`src/rtl/pc_ctrl.sv`:
```
// pc_ctrl: program-counter sequencer (IDLE/FETCH/HOLD); next PC priority is ret > call > load > increment.
// Define PC_CTRL_CALL_STACK_EN to add a 2-entry return-address stack; ports are identical either way.
module pc_ctrl #(
    parameter int                    DATA_WIDTH   = 4,
    parameter logic [DATA_WIDTH-1:0] RESET_VECTOR = '0
) (
    input  logic                  clk_in,
    input  logic                  rst_n_in,
    input  logic                  stall_in,
    input  logic                  fetch_ack_in,
    input  logic                  load_in,
    input  logic                  call_in,
    input  logic                  ret_in,
    input  logic [DATA_WIDTH-1:0] target_in,
    output logic [DATA_WIDTH-1:0] pc_out,
    output logic [DATA_WIDTH-1:0] pc_inc_out,
    output logic                  fetch_req_out,
    output logic [1:0]            state_out
);

    typedef enum logic [1:0] {
        ST_IDLE  = 2'd0,
        ST_FETCH = 2'd1,
        ST_HOLD  = 2'd2
    } state_t;

    state_t                r_state;
    logic [DATA_WIDTH-1:0] r_pc;
    logic                  r_fetch_req;
    logic [DATA_WIDTH-1:0] w_pc_inc;
    logic [DATA_WIDTH-1:0] w_next_pc;

`ifdef PC_CTRL_CALL_STACK_EN
    // Entry 0 is the most recent return address.
    logic [DATA_WIDTH-1:0] r_stk [2];
    logic [1:0]            r_stk_cnt;
`else
    logic                  w_unused_ret;
    assign w_unused_ret = ret_in;
`endif

    assign w_pc_inc = r_pc + 1'b1;

    always_comb begin
        w_next_pc = w_pc_inc;
`ifdef PC_CTRL_CALL_STACK_EN
        if (ret_in) begin
            w_next_pc = (r_stk_cnt == 2'd0) ? RESET_VECTOR : r_stk[0];
        end else if (call_in || load_in) begin
            w_next_pc = target_in;
        end
`else
        if (call_in || load_in) begin
            w_next_pc = target_in;
        end
`endif
    end

    // Handshake: fetch_req_out is valid, fetch_ack_in is ready; the address transfers on a
    // cycle where both are 1, and the PC advances on that edge. A raised stall withdraws valid.
    always_ff @(posedge clk_in) begin
        if (!rst_n_in) begin
            r_state     <= ST_IDLE;
            r_pc        <= RESET_VECTOR;
            r_fetch_req <= 1'b0;
`ifdef PC_CTRL_CALL_STACK_EN
            r_stk[0]    <= '0;
            r_stk[1]    <= '0;
            r_stk_cnt   <= 2'd0;
`endif
        end else begin
            case (r_state)
                ST_IDLE: begin
                    r_state     <= stall_in ? ST_HOLD : ST_FETCH;
                    r_fetch_req <= !stall_in;
                end
                ST_FETCH: begin
                    if (fetch_ack_in) begin
                        r_pc <= w_next_pc;
`ifdef PC_CTRL_CALL_STACK_EN
                        if (ret_in) begin
                            if (r_stk_cnt != 2'd0) begin
                                r_stk[0]  <= r_stk[1];
                                r_stk_cnt <= r_stk_cnt - 2'd1;
                            end
                        end else if (call_in) begin
                            r_stk[1] <= r_stk[0];
                            r_stk[0] <= w_pc_inc;
                            if (r_stk_cnt != 2'd2) begin
                                r_stk_cnt <= r_stk_cnt + 2'd1;
                            end
                        end
`endif
                    end
                    if (stall_in) begin
                        r_state     <= ST_HOLD;
                        r_fetch_req <= 1'b0;
                    end
                end
                ST_HOLD: begin
                    if (!stall_in) begin
                        r_state     <= ST_FETCH;
                        r_fetch_req <= 1'b1;
                    end
                end
                default: begin
                    r_state     <= ST_IDLE;
                    r_fetch_req <= 1'b0;
                end
            endcase
        end
    end

    assign pc_out        = r_pc;
    assign pc_inc_out    = w_pc_inc;
    assign fetch_req_out = r_fetch_req;
    assign state_out     = r_state;

endmodule
```
`config.mk`:
```
export PLATFORM = sky130hd
export DESIGN_NAME = pc_ctrl
export DESIGN_NICKNAME = d
export VERILOG_FILES = /design/src/rtl/pc_ctrl.sv
export SDC_FILE = /design/constraint.sdc
export NUM_CORES = 1
export LEC_CHECK = 0
export CORE_AREA = 2 2 39 41
export DETAILED_ROUTE_END_ITERATION = 8
export DIE_AREA = 0 0 41 43
export HOLD_SLACK_MARGIN = 0.05
export PLACE_DENSITY = 0.61
export SYNTH_ARGS = -nofsm -noshare
export SYNTH_HDL_FRONTEND = slang
export SYNTH_SLANG_ARGS = --single-unit
```
`constraint.sdc`:
```
create_clock -name clk_in -period 1.2 [get_ports clk_in]
set_input_delay 0.18 -clock clk_in [delete_from_list [all_inputs] [get_ports clk_in]]
set_output_delay 0.18 -clock clk_in [all_outputs]
set_load 0.005 [all_outputs]
```
== Word level (Yosys, flattened, before mapping) ==
Index checks and enable logic that the tools add are counted.

* Bitwise operators: 0
* Multipliers: 0
* Equal/unequal tests: 4
* $add $sub $neg: 1
* Divide/modulo/power cells: 0
* Muxes and demuxes: 8
* $lt $le $gt $ge: 0
* Shift-type cells: 0
* Reductions and logical operators: 5

{| class="wikitable"
|+ Operators with widths
! kind !! number
|-
| $mux 2 || 3
|-
| $pmux 2 s3 || 1
|-
| $add 4x1->4 const B || 1
|-
| $mux 4 || 1
|-
| $ne 2x2->1 const B || 2
|-
| $reduce_and 2->1 || 2
|-
| $pmux 1 s3 || 1
|-
| $eq 2x1->1 const B || 1
|-
| $eq 2x2->1 const B || 1
|-
| $logic_not 2->1 || 1
|-
| $mux 1 || 2
|-
| $logic_not 1->1 || 1
|-
| $logic_or 1x1->1 || 1
|}

* ROM bits: 0
* Output and inout bits: 11
* Latch bits: 0
* Memories: 0
* Logic and storage cells: 21
* Input bits: 11
* Memory bits (writable): 0
* Register bits: 7

== Longest topological paths before layout ==
Gate-level depths: netlist of run 1.

* Depth in word-level cells: 3
* Mapped depth: 4
* Gate-level depth less buffers: 4

== Worst setup path before layout of run 1 ==
Ideal clock, no wire load.

* Kind: reg2reg
* Start: reg r_state[1] (netlist: state_out[1])
* End: reg r_pc[3] (netlist: pc_out[3])
* Cell stages (with the launch flop): 5
* Slack: 119 ps
* Path buffers: 1
* Data required time: 1084 ps
* Data arrival time: 965 ps
* Period minus slack after synthesis: 1081 ps
* Library setup time: 116 ps
* Path through: dfxtp_1 > and3b_1 > buf_6 > mux2i_1 > a41o_1

* Longest elaborated chain between the ends: 2

{| class="wikitable"
|+ Ends and longest elaborated chain
! element !! RTL line !! text
|-
| from (decl) || 27 || <nowiki>state_t r_state;</nowiki>
|-
| from (signal assigned) || 74 || <nowiki>r_state <= stall_in ? ST_HOLD : ST_FETCH;</nowiki>
|-
| $eq 2x1->1 || 72 || <nowiki>case (r_state)</nowiki>
|-
| $reduce_and 2->1 (no line) || -- ||
|-
| to (signal assigned) || 79 || <nowiki>r_pc <= w_next_pc;</nowiki>
|-
| to (decl) || 28 || <nowiki>logic [DATA_WIDTH-1:0] r_pc;</nowiki>
|}

No other way between the ends.
A chain may end at the register's enable or synchronous reset.

== Final worst setup path of run 1 ==
* Start: reg r_pc[1] (netlist: pc_out[1])
* End: out pc_inc_out[3]

* Longest elaborated chain between the ends: 1

{| class="wikitable"
|+ Ends and longest elaborated chain
! element !! RTL line !! text
|-
| $add 4x1->4 || 42 || <nowiki>assign w_pc_inc = r_pc + 1'b1;</nowiki>
|-
| to (decl) || 16 || <nowiki>output logic [DATA_WIDTH-1:0] pc_inc_out,</nowiki>
|}

No other way between the ends.

==> run_results.csv, run 1 <==
group,metric,value,unit
global_route,grt-ovfl-total,0,
worst_setup_path,cp.arrival,1.06,ns
synth,ys_ff_latch,7,
final_layout,final_common_cell,"buf_4",
worst_setup_path,crit_fanout,3,
status,violations,"setup timing",
route,viasPerCell,4.58,
clock_tree,clk_path_buf_depth,2,
place,pre_cts_slack,-0.216,ns
power_and_ir_drop,powerDensity,784,nW/um2
final_layout,layout_common_cells,"13 x buf_4, 7 x clkdlybuf4s50_1, 6 x dlygate4sd2_1, 5 x nand2_1",
worst_setup_path,rr_endpoint,"pc_out[3]$_SDFFE_PN0P_",
synth,mappedNetlistArea,373,um2
route,first_pass_iters,1,
timing,setup_viol,1,
clock_tree,htree_levels,1,
synth,avgSynthCellArea,8.67,um2
synth,synth_cell_types,26,
worst_setup_path,cp.depth,4,
die,coreArea,1380,um2
timing,skew,0.00347,ns
clock_tree,cts_tree,"yes",
route,wl,1210,um
timing,whs,0.471,ns
worst_setup_path,crit_end,"pc_inc_out[3]",
place,place_hpwl,795,um
power_and_ir_drop,leakage,0.383,nW
worst_setup_path,cp_slowest_cell,"dfxtp_4",
timing,timing.final.crit_period,1.24,ns
place,place_inst,86,
worst_setup_path,critPathBufInv,2,
timing,report.final.slew_viol_count,0,
die,start_util,26.9,%
power_and_ir_drop,vdd.ir_drop.worst,0.637,mV
global_route,first_global_vias,409,
power_and_ir_drop,finalPower,0.000610,W
hold_path,min_path_type,"in2reg",
status,status,"finished, violations left",
die,die_y,43,um
hold_path,min_from,"call_in",
route,drc,0,
global_route,grt_max_degree,8,
route,initialDrtViolationCount,0,
timing,min_period_over_period,104,%
final_layout,num_antenna_cells,0,
route,ant_nets,0,
synth,synthTopCellsByArea,"dfxtp_1 38%, nand2_1 5.0%, nor2_1 5.0%, o21ai_0 4.0%, a211oi_2 3.4%",
worst_setup_path,r2r_start,"state_out[1]$_SDFFE_PN0P_",
global_route,antenna_found_initial,0,
global_route,grt_pass1_wl,1790,um
worst_setup_path,rrSetupSlack,0.05,ns
synth,synth_top_area_share,37.6,%
worst_setup_path,path_cells,"buf_6, nand3_4, xnor2_2, buf_2",
clock_tree,ctsRootBufferMaster,"clkbuf_4",
route,post_drt_wl_per_cell,12.4,um
worst_setup_path,critPathKind,"reg2out",
worst_setup_path,cp-start-kind,"flip-flop",
place,io_buffers,20,
timing,setup_tns,-0.0442,ns
clock_tree,clock_latency,0.25,ns
final_layout,num-fill-cells,149,
synth,yosys_warnings,0,
final_layout,drive_above_1_share,46.3,%
synth,yosysSeqAreaShare,37.6,%
global_route,gr-usage-all-layers,15.2,%
synth,synthCells,43,
timing,setup_ws,-0.0442,ns
die,die_area,1760,um2
timing,fmax,0.804,GHz
route,num_vias,449,
worst_setup_path,rr_worst_depth,4,
die,rows,14,
die,ioPinCount,22,
worst_setup_path,cp-end-kind,"output pin",
clock_tree,cts_hold_buf,0,
worst_setup_path,slowest_delay,0.36,ns
job,maxCapViolCount,0,
worst_setup_path,cp_data_required_time,1.02,ns
die,chipWidth,41,um
timing,hold_violations,0,
worst_setup_path,startpoint,"pc_out[1]$_SDFFE_PN0P_",
timing,slew_headroom,79.8,%
synth,synth_fp_nets,55,
place,globalplace.congestion,0.695,
clock_tree,path_clk_slew,0.05,ns
timing,rsz0062_at_grt,"true",
worst_setup_path,cp_top_family,"flip-flops",
final_layout,stdcell_count,98,
timing,worst_pin_slew,0.302,ns
final_layout,area_growth_syn_to_layout,109,%
clock_tree,numCtsBuffers,3,
synth,yosysTopAreaCell,"dfxtp_1",
final_layout,final_nets,95,
clock_tree,clock_sink_count,7,
[Yosys cell counts]
| library cell | n |
|---|---|
| a41o_1 | 1 |
| and3_4 | 1 |
| nand3_1 | 1 |
| inv_1 | 2 |
| xor2_1 | 1 |
| a21oi_1 | 1 |
| and3b_1 | 1 |
| a31oi_1 | 1 |
| nor2_1 | 5 |
| o21ai_0 | 3 |
| mux2i_1 | 1 |
| and3_1 | 1 |
| ha_1 | 1 |
| o31ai_1 | 1 |
| nor4b_1 | 1 |
| xnor2_1 | 1 |
| buf_6 | 1 |
| a211oi_2 | 1 |
| nand2b_1 | 1 |
| dfxtp_1 | 7 |
| o211ai_1 | 1 |
| a311oi_1 | 1 |
| nor3_1 | 1 |
| o21ai_1 | 1 |
| o21a_1 | 1 |
| nand2_1 | 5 |
[cell families (layout without fill, tap and decap cells)]
family | after synthesis | after routing | share of synthesized area, %
mux | 1 | 1 | 2.68
flops | 7 | 7 | 37.6
fa+ha+maj | 1 | 1 | 3.36
compound gates | 12 | 12 | 22.8
buf+inv | 3 | 42 | 5.03
simple gates | 17 | 17 | 23.8
xor+xnor | 2 | 2 | 4.70
[worst reg2reg max path: stages (launching register included)]
cell     delay (ns)
dfxtp_2        0.31
buf_4          0.13
and3b_2        0.29
mux2i_1        0.09
a41o_1         0.20
[worst min-delay path by stage]
stage | slack (ns) | cells past startpoint | endpoint
6_report | 0.47 | 4 | pc_out[1]$_SDFFE_PN0P_
5_1_grt | 0.52 | 4 | pc_out[1]$_SDFFE_PN0P_
4_1_cts | 0.51 | 2 | fetch_req_out$_SDFFE_PN0P_
3_5_place_dp | 0.50 | 2 | fetch_req_out$_SDFFE_PN0P_
3_3_place_gp | 0.50 | 2 | fetch_req_out$_SDFFE_PN0P_
2_1_floorplan | 0.25 | 1 | state_out[0]$_SDFFE_PN0P_
[layer usage]
metal	wire length, um	global-route usage [%]	share of wire, %
met5	0	0	0
met4	0	6.00	0
met3	72	3.14	5.9
met2	614	21.9	51
met1	527	21.3	43
[where the power goes]
group          leakage (nW)  internal, W  switching, W
logic                 0.308    0.0000869     0.0000561
registers            0.0605     0.000242    0.00000938
clock network        0.0150     0.000127     0.0000887
[layout make-up]
cell class	instances	area [um2]	area share [%]
inverters	2	7.51	0.965
multi-input cells	33	263	33.8
clock buffers	4	26.3	3.38
repair buffers	36	309	39.7
well taps	16	20.0	2.57
flip-flops and latches	7	153	19.6
[flip-flops by register name (all words and copies together), names as in the netlist]
register / flops
fetch_req_out: 1
pc_out: 4
state_out: 2
[through the flow]
stage | cell area (um2) | util [%]
after floorplan | 373 | -
after global placement | 642 | 46.4
after detailed placement | 642 | 46.4
after CTS | 748 | 54.1
after global routing | 778 | 56.2
final | 778 | 56.2
[repair_timing]
item | in CTS | in global routing
setup buffers | 7 | 2
pin swaps | 3 | 5
endpoints found under the setup margin | 12 | 8
resized for setup | 32 | 14
Power figures use the tool's default switching activity.
==> run 2, diff against run 1 <==
--- a/config.mk
+++ b/config.mk
@@ -7,2 +7,3 @@
 export LEC_CHECK = 0
+export CAP_MARGIN = 5
 export CORE_AREA = 2 2 39 41
==> constraint.sdc (replaced) <==
create_clock -name clk_in -period 1.2 [get_ports clk_in]
set_input_delay 0.12 -clock clk_in [delete_from_list [all_inputs] [get_ports clk_in]]
set_output_delay 0.12 -clock clk_in [all_outputs]
set_load 0.005 [all_outputs]
==> run 2 against run 1 <==
The flow still finishes with violations (setup timing). Core utilization fell by 3.6 points. Die area did not move. Highest routed layer is now met4. Clock power rose by 4%. Register-to-register slack got worse by 0.04 ns. Critical path depth did not move. Critical path type unchanged. Combinational power fell by 9%. Cell area fell by 6.4%. Power fell by 0.70%. Via count rose by 0.67%.
==> run_results.csv, run 2 (synthesis gave the netlist of run 1 again) <==
group,metric,value,unit
power_and_ir_drop,p_int,0.000451,W
final_layout,final_nets,90,
power_and_ir_drop,powerDensity,832,nW/um2
timing,skew,0.00753,ns
final_layout,stdcell_area,728,um2
clock_tree,clock_latency,0.26,ns
global_route,grt_pass1_wl,1720,um
die,rows,14,
clock_tree,htree_levels,1,
hold_path,min_path_type,"in2reg",
timing,setup_viol,1,
clock_tree,path_clk_slew,0.06,ns
global_route,antenna_found_initial,0,
global_route,first_global_vias,402,
die,chipWidth,41,um
final_layout,layout_common_cells,"9 x clkdlybuf4s50_1, 9 x buf_4, 7 x dlygate4sd2_1",
worst_setup_path,cp_top_family,"flip-flops",
route,first_pass_iters,4,
worst_setup_path,critPathKind,"reg2out",
route,drc,0,
timing,slew_headroom,80.5,%
worst_setup_path,crit_fanout,4,
worst_setup_path,path_cells,"buf_6, ha_4, xor2_1, buf_2",
status,violations,"setup timing",
timing,report.final.slew_viol_count,0,
route,post_drt_wl_per_cell,11.4,um
die,ioPinCount,22,
global_route,grt-ovfl-total,0,
timing,worst_pin_slew,0.291,ns
status,status,"finished, violations left",
place,io_buffers,20,
clock_tree,cts_tree,"yes",
die,start_util,26.9,%
worst_setup_path,critPathBufInv,2,
final_layout,num_antenna_cells,0,
worst_setup_path,slowest_delay,0.36,ns
route,viasPerCell,4.86,
place,dpl-instance-area,634,um2
clock_tree,clk_path_buf_depth,2,
worst_setup_path,cp_data_required_time,1.08,ns
power_and_ir_drop,seqPwrFrac,41.7,%
final_layout,largest_reg_flops,4,
power_and_ir_drop,swShare,25.6,%
timing,rsz0062_at_grt,"true",
power_and_ir_drop,leakage,0.345,nW
place,place_inst,85,
timing,setup_tns,-0.0405,ns
place,place_hpwl,733,um
clock_tree,clock_sink_count,7,
route,initialDrtViolationCount,8,
timing,timing.final.crit_period,1.24,ns
worst_setup_path,cp.arrival,1.12,ns
final_layout,num-fill-cells,142,
die,die_area,1760,um2
die,die_y,43,um
final_layout,stdcell_count,93,
final_layout,area_growth_syn_to_layout,95.3,%
timing,setup_ws,-0.0405,ns
timing,min_period_over_period,103,%
worst_setup_path,cp-end-kind,"output pin",
power_and_ir_drop,vdd.ir_drop.worst,0.508,mV
place,pre_cts_slack,-0.147,ns
final_layout,drive_above_1_share,40.3,%
final_layout,regArea,150,um2
timing,fmax,0.806,GHz
route,ant_nets,0,
clock_tree,ctsRootBufferMaster,"clkbuf_4",
power_and_ir_drop,combPwrFrac,21.4,%
worst_setup_path,cp-start-kind,"flip-flop",
timing,whs,0.466,ns
global_route,grt_max_degree,8,
route,num_vias,452,
worst_setup_path,cp_slowest_cell,"dfxtp_4",
place,globalplace.congestion,0.690,
die,coreArea,1380,um2
timing,hold_violations,0,
clock_tree,numCtsBuffers,3,
route,wl,1060,um
power_and_ir_drop,p_sw,0.000155,W
final_layout,multi_input_comb_area,251,um2
clock_tree,cts_hold_buf,0,
global_route,gr-usage-all-layers,14.8,%
job,maxCapViolCount,0,
power_and_ir_drop,pwr-share-clk,36.9,%
==> run 2: final timing paths <==
kind / slack (ns) / end / from / depth (start not counted)
max: -0.04 / pc_inc_out[2] / pc_out[1]$_SDFFE_PN0P_ / 4
min: 0.47 / state_out[0]$_SDFFE_PN0P_ / stall_in / 2
max reg2reg: 0.01 / pc_out[2]$_SDFFE_PN0P_ / pc_out[1]$_SDFFE_PN0P_ / 6
min reg2reg: 0.51 / fetch_req_out$_SDFFE_PN0P_ / fetch_req_out$_SDFFE_PN0P_ / 2
==> run 2: repair_timing <==
item                                   4_1_cts  5_1_grt
setup endpoints to repair                   11        6
pin swaps                                    2        2
resized for setup                           35        3
endpoints found under the hold margin        0        0
buffers inserted                             4        0
==> run 2: area by class of cell <==
cell class                 count  share of cell area [%]
timing repair buffer          31                    37.5
multi-input combinational     33                    34.5
sequential                     7                    20.6
clock buffer                   4                    3.61
tap                           16                    2.75
inverter                       2                    1.03
==> run 2: power groups by stage <==
| stage | Combinational [W] | Sequential [W] | Clock [W] |
|---|---|---|---|
| after floorplan | 0.0000360 | 0.000259 | 0 |
| after global placement | 0.000123 | 0.000257 | 0 |
| after detailed placement | 0.000123 | 0.000257 | 0 |
| after CTS | 0.000128 | 0.000253 | 0.000227 |
| after global routing | 0.000142 | 0.000255 | 0.000239 |
| final | 0.000130 | 0.000253 | 0.000224 |
==> run 2: layer usage <==
metal	track usage [%]	part of all wire, %	up-vias
met3	3.66	9.0	2
met5	0	0	-
met4	10.0	1.1	0
met2	20.9	45	23
li1	-	-	223
met1	18.9	45	204
==> run 2: through the flow <==
step	util (%)	power, W
floorplan	-	0.000295
global placement	45.8	0.000380
detailed placement	45.8	0.000380
CTS	52.0	0.000608
global route	52.6	0.000636
finish	52.6	0.000606
==> run 2: worst register-to-register path: cells and delay by family (launching register included) <==
family          cells  cell delay, ns
compound gates      2            0.19
fa+ha+maj           1            0.15
buf+inv             2            0.25
flops               1            0.36
simple gates        1            0.15
